[src/rtl/wf_player.sv]
// wf_player: plays 16-bit samples from the waveform DPBRAM at a programmable
// period, one-shot or looping, with valid/done strobes and a sample count.
module wf_player #(
    parameter int ADDR_WIDTH = 10,
    parameter int DATA_WIDTH = 16,
    parameter int CNT_WIDTH  = 32
) (
    input  logic                  S_AXI_ACLK,
    input  logic                  S_AXI_ARESETN,
    input  logic                  i_wf_mode_start,
    input  logic                  i_wf_write_en,
    input  logic [CNT_WIDTH-1:0]  i_wf_length,
    input  logic [CNT_WIDTH-1:0]  i_wf_period,
    input  logic                  i_wf_loop,
    output logic                  o_bram_en,
    output logic [ADDR_WIDTH-1:0] o_bram_addr,
    input  logic [DATA_WIDTH-1:0] i_bram_data,
    output logic [DATA_WIDTH-1:0] o_wf_data,
    output logic                  o_wf_valid,
    output logic                  o_wf_busy,
    output logic                  o_wf_done,
    output logic                  o_wf_err,
    output logic [CNT_WIDTH-1:0]  o_wf_sample_cnt
);
    localparam logic [CNT_WIDTH-1:0] DEPTH = CNT_WIDTH'(1) << ADDR_WIDTH;

    typedef enum logic {IDLE, RUN} state_t;

    state_t                state_q;
    logic                  start_q, en_q, pend_q, valid_q, done_q, busy_q, err_q, loop_q;
    logic [ADDR_WIDTH-1:0] addr_q, last_q, addr_d;
    logic [CNT_WIDTH-1:0]  per_q, prd_q, len_q, fcnt_q, cnt_q, prd_d, cnt_d;
    logic [DATA_WIDTH-1:0] data_q;
    logic                  start_edge, len_ok, abort, tick, more;

    assign start_edge = i_wf_mode_start & ~start_q;
    assign len_ok     = (i_wf_length != '0) && (i_wf_length <= DEPTH);
    assign abort      = ~i_wf_mode_start | i_wf_write_en;
    assign tick       = per_q == '0;
    assign more       = loop_q | (fcnt_q != len_q);
    assign prd_d      = i_wf_period < CNT_WIDTH'(2) ? CNT_WIDTH'(2) : i_wf_period;
    assign addr_d     = addr_q == last_q ? '0 : addr_q + 1'b1;
    assign cnt_d      = cnt_q + 1'b1;

    always_ff @(posedge S_AXI_ACLK) begin
        if (!S_AXI_ARESETN) begin
            state_q <= IDLE;
            start_q <= 1'b0;
            en_q    <= 1'b0;
            pend_q  <= 1'b0;
            valid_q <= 1'b0;
            done_q  <= 1'b0;
            busy_q  <= 1'b0;
            err_q   <= 1'b0;
            loop_q  <= 1'b0;
            addr_q  <= '0;
            last_q  <= '0;
            per_q   <= '0;
            prd_q   <= '0;
            len_q   <= '0;
            fcnt_q  <= '0;
            cnt_q   <= '0;
            data_q  <= '0;
        end else begin
            start_q <= i_wf_mode_start;
            en_q    <= 1'b0;
            pend_q  <= 1'b0;
            valid_q <= 1'b0;
            done_q  <= 1'b0;
            if (state_q == IDLE) begin
                if (start_edge && (i_wf_write_en || !len_ok)) begin
                    err_q <= 1'b1;
                end else if (start_edge) begin
                    err_q   <= 1'b0;
                    state_q <= RUN;
                    busy_q  <= 1'b1;
                    en_q    <= 1'b1;
                    addr_q  <= '0;
                    fcnt_q  <= CNT_WIDTH'(1);
                    cnt_q   <= '0;
                    len_q   <= i_wf_length;
                    last_q  <= ADDR_WIDTH'(i_wf_length - 1'b1);
                    prd_q   <= prd_d;
                    per_q   <= prd_d - 1'b1;
                    loop_q  <= i_wf_loop;
                end
            end else if (done_q || abort) begin
                // an in-flight fetch is dropped simply by not forwarding pend_q
                state_q <= IDLE;
                busy_q  <= 1'b0;
            end else begin
                pend_q <= en_q;
                if (pend_q) begin
                    data_q  <= i_bram_data;
                    valid_q <= 1'b1;
                    cnt_q   <= cnt_d;
                    done_q  <= ~loop_q && (cnt_d == len_q);
                end
                per_q <= tick ? prd_q - 1'b1 : per_q - 1'b1;
                if (tick && more) begin
                    en_q   <= 1'b1;
                    addr_q <= addr_d;
                    fcnt_q <= fcnt_q + 1'b1;
                end
            end
        end
    end

    assign o_bram_en       = en_q;
    assign o_bram_addr     = addr_q;
    assign o_wf_data       = data_q;
    assign o_wf_valid      = valid_q;
    assign o_wf_busy       = busy_q;
    assign o_wf_done       = done_q;
    assign o_wf_err        = err_q;
    assign o_wf_sample_cnt = cnt_q;
endmodule

[config.mk]
export PLATFORM = sky130hd
export DESIGN_NAME = wf_player
export DESIGN_NICKNAME = d
export VERILOG_FILES = /design/src/rtl/wf_player.sv
export SDC_FILE = /design/constraint.sdc
export NUM_CORES = 1
export LEC_CHECK = 0
export ABC_CLOCK_PERIOD_IN_PS = 4400
export BUFFER_PORTS_ARGS = -buffer_cell sky130_fd_sc_hd__buf_2
export CAP_MARGIN = 20
export CORE_MARGIN = 2
export CORE_UTILIZATION = 58
export CTS_CLUSTER_DIAMETER = 40
export DETAILED_ROUTE_END_ITERATION = 10
export PLACE_DENSITY = 0.91
export SLEW_MARGIN = 5
export SYNTH_ARGS = -nofsm -noshare
export SYNTH_HDL_FRONTEND = slang
export SYNTH_SLANG_ARGS = --single-unit
[constraint.sdc]
create_clock -name S_AXI_ACLK -period 4.4 [get_ports S_AXI_ACLK]
set_clock_uncertainty 0.15 [all_clocks]
set_input_delay 0.88 -clock S_AXI_ACLK [delete_from_list [all_inputs] [get_ports S_AXI_ACLK]]
set_output_delay 0.88 -clock S_AXI_ACLK [all_outputs]
set_load 0.02 [all_outputs]
==> results.cfg, run 1 <==
[synth]
yosysUniqueCellTypes = 73
ys_ff_latch = 205
avgSynthCellArea_um2 = 7.97
yosysWarnings = 0
synthTopCellsByArea = dfxtp_1, xor2_1, nand2_1
syn_nets = 1455
ys_seq_area_share_pct = 37.7
synth_top_area_share_pct = 37.7
async_reset_ff_share_pct = 0
synth_ff_type = dfxtp_1
syn_area_um2 = 10900
synth_edf_count = 0
synth_top_area_cell = dfxtp_1
synth_cells = 1365

[timing]
clock.fmax_mhz = 276
post-route-min-period_ns = 3.63
finalCritPeriodShare_pct = 82.5
worstMarginPinSlew_ns = 0.761
drv_slew = 0
rsz0062_at_grt = no
worst_slew_margin_rel_pct = 48.8
setup_ws_ns = 0.771
finalHoldViolations = 0
setup_viol = 0
tns_ns = 0
whs_ns = 0.300

[power_and_ir_drop]
powerDensity_nw_per_um2 = 362
pwr-share-seq_pct = 40.0
power.leakage_nw = 5.15
p_sw_share_pct = 22.6
max-vdd-ir-drop_v = 0.000303
power.switching_mw = 1.05
p_clk_share_pct = 56.3
power_frac_comb_pct = 3.7
intPower_mw = 3.59
finalPower_mw = 4.64

[cts]
cts_max_path_buffers = 3
hold_buffers = 0
root_buffer = clkbuf_16
cts_resized = 0
cts_tree = built
path_clk_slew_ns = 0.06
cts.sinks = 205
cts_setup_buffers = 0
numCtsBuffers = 30
cts-htree-levels = 1
clk_latency_ns = 0.56

[run_status]
status = complete, no violations

[grt]
antenna_found_initial = 0
grt_pass1_vias = 10500
grt_max_degree = 70
grt_usage_pct = 30.7
grt_first_pass_wirelength_mm = 51.2
grt-ovfl-total = 0

[setup_path]
arrival_ns = 3.94
start_kind = flop
endpoint = per_q[19]$_SDFFE_PN0P_
endpoint_kind = flop
cp_max_fo = 19
cp-startpoint = per_q[10]$_SDFFE_PN0P_
rr_startpoint = per_q[10]$_SDFFE_PN0P_
r2r_slack_ns = 0.77
worst_path_max_delay_cell = nor2_4
worst_path_largest_cell_delay_ns = 0.53
r2r_cells = 10
worstSetupPathType = reg -> reg
crit_chain = nor4_1, nand4_1, nor2_4, buf_4, a31oi_1, nand4_1, nor4_2, buf_4, a31o_2, a31oi_1
cp.required_ns = 4.71
worstReg2RegEnd = per_q[19]$_SDFFE_PN0P_

[detailed_routing]
routed_via_density = 6.36
drt_iter0_markers = 972
vias = 11100
drc = 0
final_antenna_net_count = 0
drt_wl_total_mm = 31.4
first_pass_iters = 5
routedWlPerCell_um = 18.1

[floorplan]
ioPinCount = 148
num_rows = 50
core_area_um2 = 18600
die_h_um = 141
fp.dieArea_um2 = 19900
chipWidth_um = 141
initial_core_util_pct = 58.5

[cells_and_area]
seq_area_um2 = 4110
num-fill-cells = 1389
fin_nets = 1574
syn2layout_area_growth_pct = 18.0
drive_gt1_share_pct = 17.9
diodes = 0
multi_input_area_um2 = 6320

[placed_design]
place_ws_ns = 0.429
dp_hpwl_mm = 21.2
port_buffers = 147
gp_congestion = 0.950

[job]
maxCapViolations = 0

[min_path]
hold_path.class = reg -> reg
==> per-stage QoR <==
stage | cell area, um2 | std cells | util, %
6_report | 12800 | 1741 | 69.1
5_1_grt | 12800 | 1741 | 69.1
4_1_cts | 12800 | 1741 | 69.1
3_5_place_dp | 11700 | 1686 | 63.1
3_3_place_gp | 11700 | 1685 | 63.1
2_1_floorplan | 10900 | 1365 | -
==> synthesized netlist by cell type, drive strengths merged (23+ instances only) <==
cell type,count
o21ai,59
xnor2,57
a21oi,129
a31oi,37
nand2,175
a211oi,23
nor3,39
dfxtp,205
nor2,120
buf,23
xor2,81
nand4,52
and3,46
nor4,39
clkbuf,63
nand3,45
==> logic make-up (layout without fill, tap and decap cells) <==
family,after synthesis,count (layout),synth area share [%]
AO/OA/AOI/OAI,301,301,16.7
XOR/XNOR,138,138,11.1
adder cells (fa/ha/maj),5,5,0.575
buffers and inverters,106,248,4.26
flip-flops,205,205,37.7
multiplexers,22,22,2.23
AND/OR/NAND/NOR,588,588,27.4
==> worst max-delay path: cells and delay by family (launching register included) <==
family	cells	cell delay, ns
simple gates	5	1.84
flops	1	0.35
compound gates	3	0.65
buf+inv	2	0.54
==> cell type report <==
class | instances | area share [%]
Inverter | 20 | 0.595
Multi-Input combinational cell | 1054 | 49.2
Clock buffer | 37 | 6.53
Timing Repair Buffer | 173 | 7.28
Clock inverter | 18 | 2.10
Tap cell | 234 | 2.28
Sequential cell | 205 | 32.0
==> layer usage <==
metal | global-route usage [%] | part of all wire (%) | vias up
met5 | 0 | 0 | -
met4 | 12.4 | 4.1 | 0
met3 | 5.60 | 9.1 | 125
met2 | 53.0 | 48 | 644
met1 | 38.0 | 39 | 5148
li1 | - | - | 5152
==> power by group through the flow <==
stage	Sequential [mW]	Combinational [mW]	Clock [mW]
3_3_place_gp	1.90	0.164	0
2_1_floorplan	1.90	0.0866	0
3_5_place_dp	1.90	0.166	0
4_1_cts	1.86	0.168	2.62
6_report	1.86	0.172	2.61
5_1_grt	1.86	0.186	2.69
==> cells in the final DEF, fill, tap and decap left out, types with 9 or more instances in the layout <==
cell,n
and4_1,9
a211oi_1,22
a21oi_1,129
nor4_1,36
and2_1,11
xnor2_1,57
nand3_1,43
buf_4,25
dfxtp_1,204
buf_2,147
nand2_1,173
a31oi_1,36
o21ai_0,52
or3_1,18
clkbuf_16,31
nor3_1,37
nor2_1,119
xor2_1,81
inv_1,18
nand4_1,51
and3_1,46
a21o_1,14
mux2_2,12
==> flip-flops by register name (all words and copies together), names as in the netlist, 10 cells and up <==
register and flops:
per_q 32, len_q 32, o_bram_addr 10, last_q 10, o_wf_sample_cnt 32, prd_q 32
fcnt_q 32, o_wf_data 16
==> how the worst min path moves through the flow <==
stage               slack (ns)                       start  depth (start not counted)                          to
floorplan                 0.28       prd_q[2]$_SDFFE_PN0P_                          2       prd_q[2]$_SDFFE_PN0P_
global placement          0.29       prd_q[2]$_SDFFE_PN0P_                          2       prd_q[2]$_SDFFE_PN0P_
detailed placement        0.29  o_wf_data[15]$_SDFFE_PN0P_                          2  o_wf_data[15]$_SDFFE_PN0P_
CTS                       0.30      prd_q[22]$_SDFFE_PN0P_                          2      prd_q[22]$_SDFFE_PN0P_
global route              0.32      prd_q[28]$_SDFFE_PN0P_                          2      prd_q[28]$_SDFFE_PN0P_
finish                    0.30   o_wf_data[5]$_SDFFE_PN0P_                          2   o_wf_data[5]$_SDFFE_PN0P_
Note: power is estimated with default switching activity, not from simulation.
==> inputs of run 2 (changes only) <==
- ABC_AREA: default -> 1
- ABC_CLOCK_PERIOD_IN_PS: 4400 -> 3000
- CORE_UTILIZATION: 58 -> 54
- PLACE_DENSITY: 0.91 -> 0.89
- clock period: 4.4 -> 3 ns (I/O delays scaled with it)
==> results.cfg, run 2 <==
[run_status]
status = complete, no violations

[setup_path]
path_common_cell = nand2_1
worstSetupPathType = reg -> reg
worst_path_max_delay_cell = nor2_4
cp_max_fo = 16
worst_path_largest_cell_delay_ns = 0.34
cp.required_ns = 3.26
endpoint_kind = flop
start_kind = flop
arrival_ns = 2.89
crit_chain = nor2_1, nand3_1, nor2_1, nand2_1, nor2_4, nand2_1, nand2_1, nand2_4, ha_1, buf_4, nand2_2, nor2_1, nand3_1, nand2_1, o21bai_1, inv_1

[placed_design]
gp_congestion = 0.932
dpl_cell_area_um2 = 13600
port_buffers = 147
dp_hpwl_mm = 28.0

[detailed_routing]
drt_wl_total_mm = 38.8
first_pass_iters = 6
final_antenna_net_count = 0
routed_via_density = 5.53
drc = 0
vias = 13800
drt_iter0_markers = 1337
routedWlPerCell_um = 15.6

[floorplan]
core_area_um2 = 22700
initial_core_util_pct = 55.1
chipWidth_um = 156
ioPinCount = 148
num_rows = 55
fp.dieArea_um2 = 24400
die_h_um = 156

[power_and_ir_drop]
pwr-share-seq_pct = 36.7
max-vdd-ir-drop_v = 0.000369
power.switching_mw = 1.73
intPower_mw = 5.71
power.leakage_nw = 6.75
p_clk_share_pct = 59.3
powerDensity_nw_per_um2 = 497
power_frac_comb_pct = 4.0
p_sw_share_pct = 23.2

[cts]
path_clk_slew_ns = 0.06
cts_resized = 0
root_buffer = clkbuf_16
hold_buffers = 0
cts_max_path_buffers = 3
cts_setup_buffers = 0
cts.sinks = 205
cts-htree-levels = 2
numCtsBuffers = 36
cts_tree = built
clk_latency_ns = 0.52

[synth]
synth_edf_count = 0
async_reset_ff_share_pct = 0
synth_cells = 2023
synth.most_common_cell = nand2_1
synth_top_area_share_pct = 32.8
synth_ff_type = dfxtp_1
syn_nets = 2113
ys_seq_area_share_pct = 32.8
ys_top_cells_by_count = nand2_1, nor2_1, inv_1
yosysWarnings = 0
syn_area_um2 = 12500
ys_ff_latch = 205
synth_top_area_cell = dfxtp_1
yosysUniqueCellTypes = 48
avgSynthCellArea_um2 = 6.18
synthTopCellsByArea = dfxtp_1, nand2_1, nor2_1

[cells_and_area]
most-common-layout-cells = nand2_1, nor2_1, inv_1, dfxtp_1, buf_2
post-route-util_pct = 65.8
diodes = 0
mostFrequentLayoutCell = nand2_1
drive_gt1_share_pct = 14.6
syn2layout_area_growth_pct = 19.5
fin_nets = 2266
design_area_um2 = 14900

[job]
maxCapViolations = 0

[grt]
antenna_found_initial = 0
grt_first_pass_wirelength_mm = 63.0
grt_usage_pct = 31.7
grt_max_degree = 90
grt-ovfl-total = 0
grt_pass1_vias = 13100

[timing]
drv_slew = 0
finalHoldViolations = 0
clock.fmax_mhz = 379
setup_viol = 0
worstMarginPinSlew_ns = 0.580
worst_slew_margin_rel_pct = 61.3
finalCritPeriodShare_pct = 87.9
rsz0062_at_grt = no
post-route-min-period_ns = 2.64

[min_path]
hold_path.class = in -> reg
## run 2: power by group through the flow
stage               clock [mW]  combinational, mW  sequential [mW]
floorplan                    0              0.156             2.79
global placement             0              0.285             2.78
detailed placement           0              0.289             2.78
CTS                       4.43              0.293             2.73
global route              4.55              0.327             2.73
finish                    4.41              0.298             2.73
## run 2: metal layers
layer	up-vias	part of all wire, %	global-route usage [%]
met5	-	0	0
met4	0	4.1	15.3
met3	135	7.9	4.67
met2	624	49	55.9
met1	6254	39	37.8
li1	6741	-	-
## run 2: kinds of logic (layout without fill, tap and decap cells)
kind of cell | after synthesis | after routing | synth area share [%]
AO/OA/AOI/OAI | 238 | 238 | 10.2
AND/OR/NAND/NOR | 1183 | 1183 | 41.0
XOR/XNOR | 71 | 71 | 5.19
flip-flops | 205 | 205 | 32.8
buffers and inverters | 321 | 502 | 10.2
adder cells (fa/ha/maj) | 5 | 5 | 0.500
## run 2: worst paths after layout
path / depth (start not counted) / slack [ns] / from / to
worst min-delay path: 3 / 0.18 / i_wf_period[3] / prd_q[3]$_SDFFE_PN0P_
worst max-delay path: 16 / 0.36 / per_q[2]$_SDFFE_PN0P_ / per_q[14]$_SDFFE_PN0P_
worst max register to register: 16 / 0.36 / per_q[2]$_SDFFE_PN0P_ / per_q[14]$_SDFFE_PN0P_
worst min register to register: 1 / 0.31 / o_wf_err$_SDFFE_PN0P_ / o_wf_err$_SDFFE_PN0P_
## run 2: cell type report
class,instances,area (um2)
fill,2008,7760
multi-input combinational,1497,7130
sequential,205,4100
timing repair buffer,188,1120
clock buffer,43,1010
inverter,248,931
tap,285,357
clock inverter,23,302
## run 2: metrics by stage
stage	worst slack, ns	setup TNS [ns]	hold slack, ns	power [mW]	std cells
global route	0.0859	0	0.185	7.60	2489
floorplan	0.414	0	0.286	2.94	2023
finish	0.363	0	0.181	7.43	2489
detailed placement	-0.0823	-0.333	0.300	3.07	2423
CTS	0.323	0	0.171	7.45	2489
global placement	0.0119	0	0.293	3.07	2423
## run 2: worst max-delay path: cells and delay by family (launching register included)
| kind | cells | cell delay (ns) |
|---|---|---|
| fa+ha+maj | 1 | 0.19 |
| flops | 1 | 0.33 |
| compound gates | 1 | 0.13 |
| simple gates | 12 | 1.51 |
| buf+inv | 2 | 0.19 |
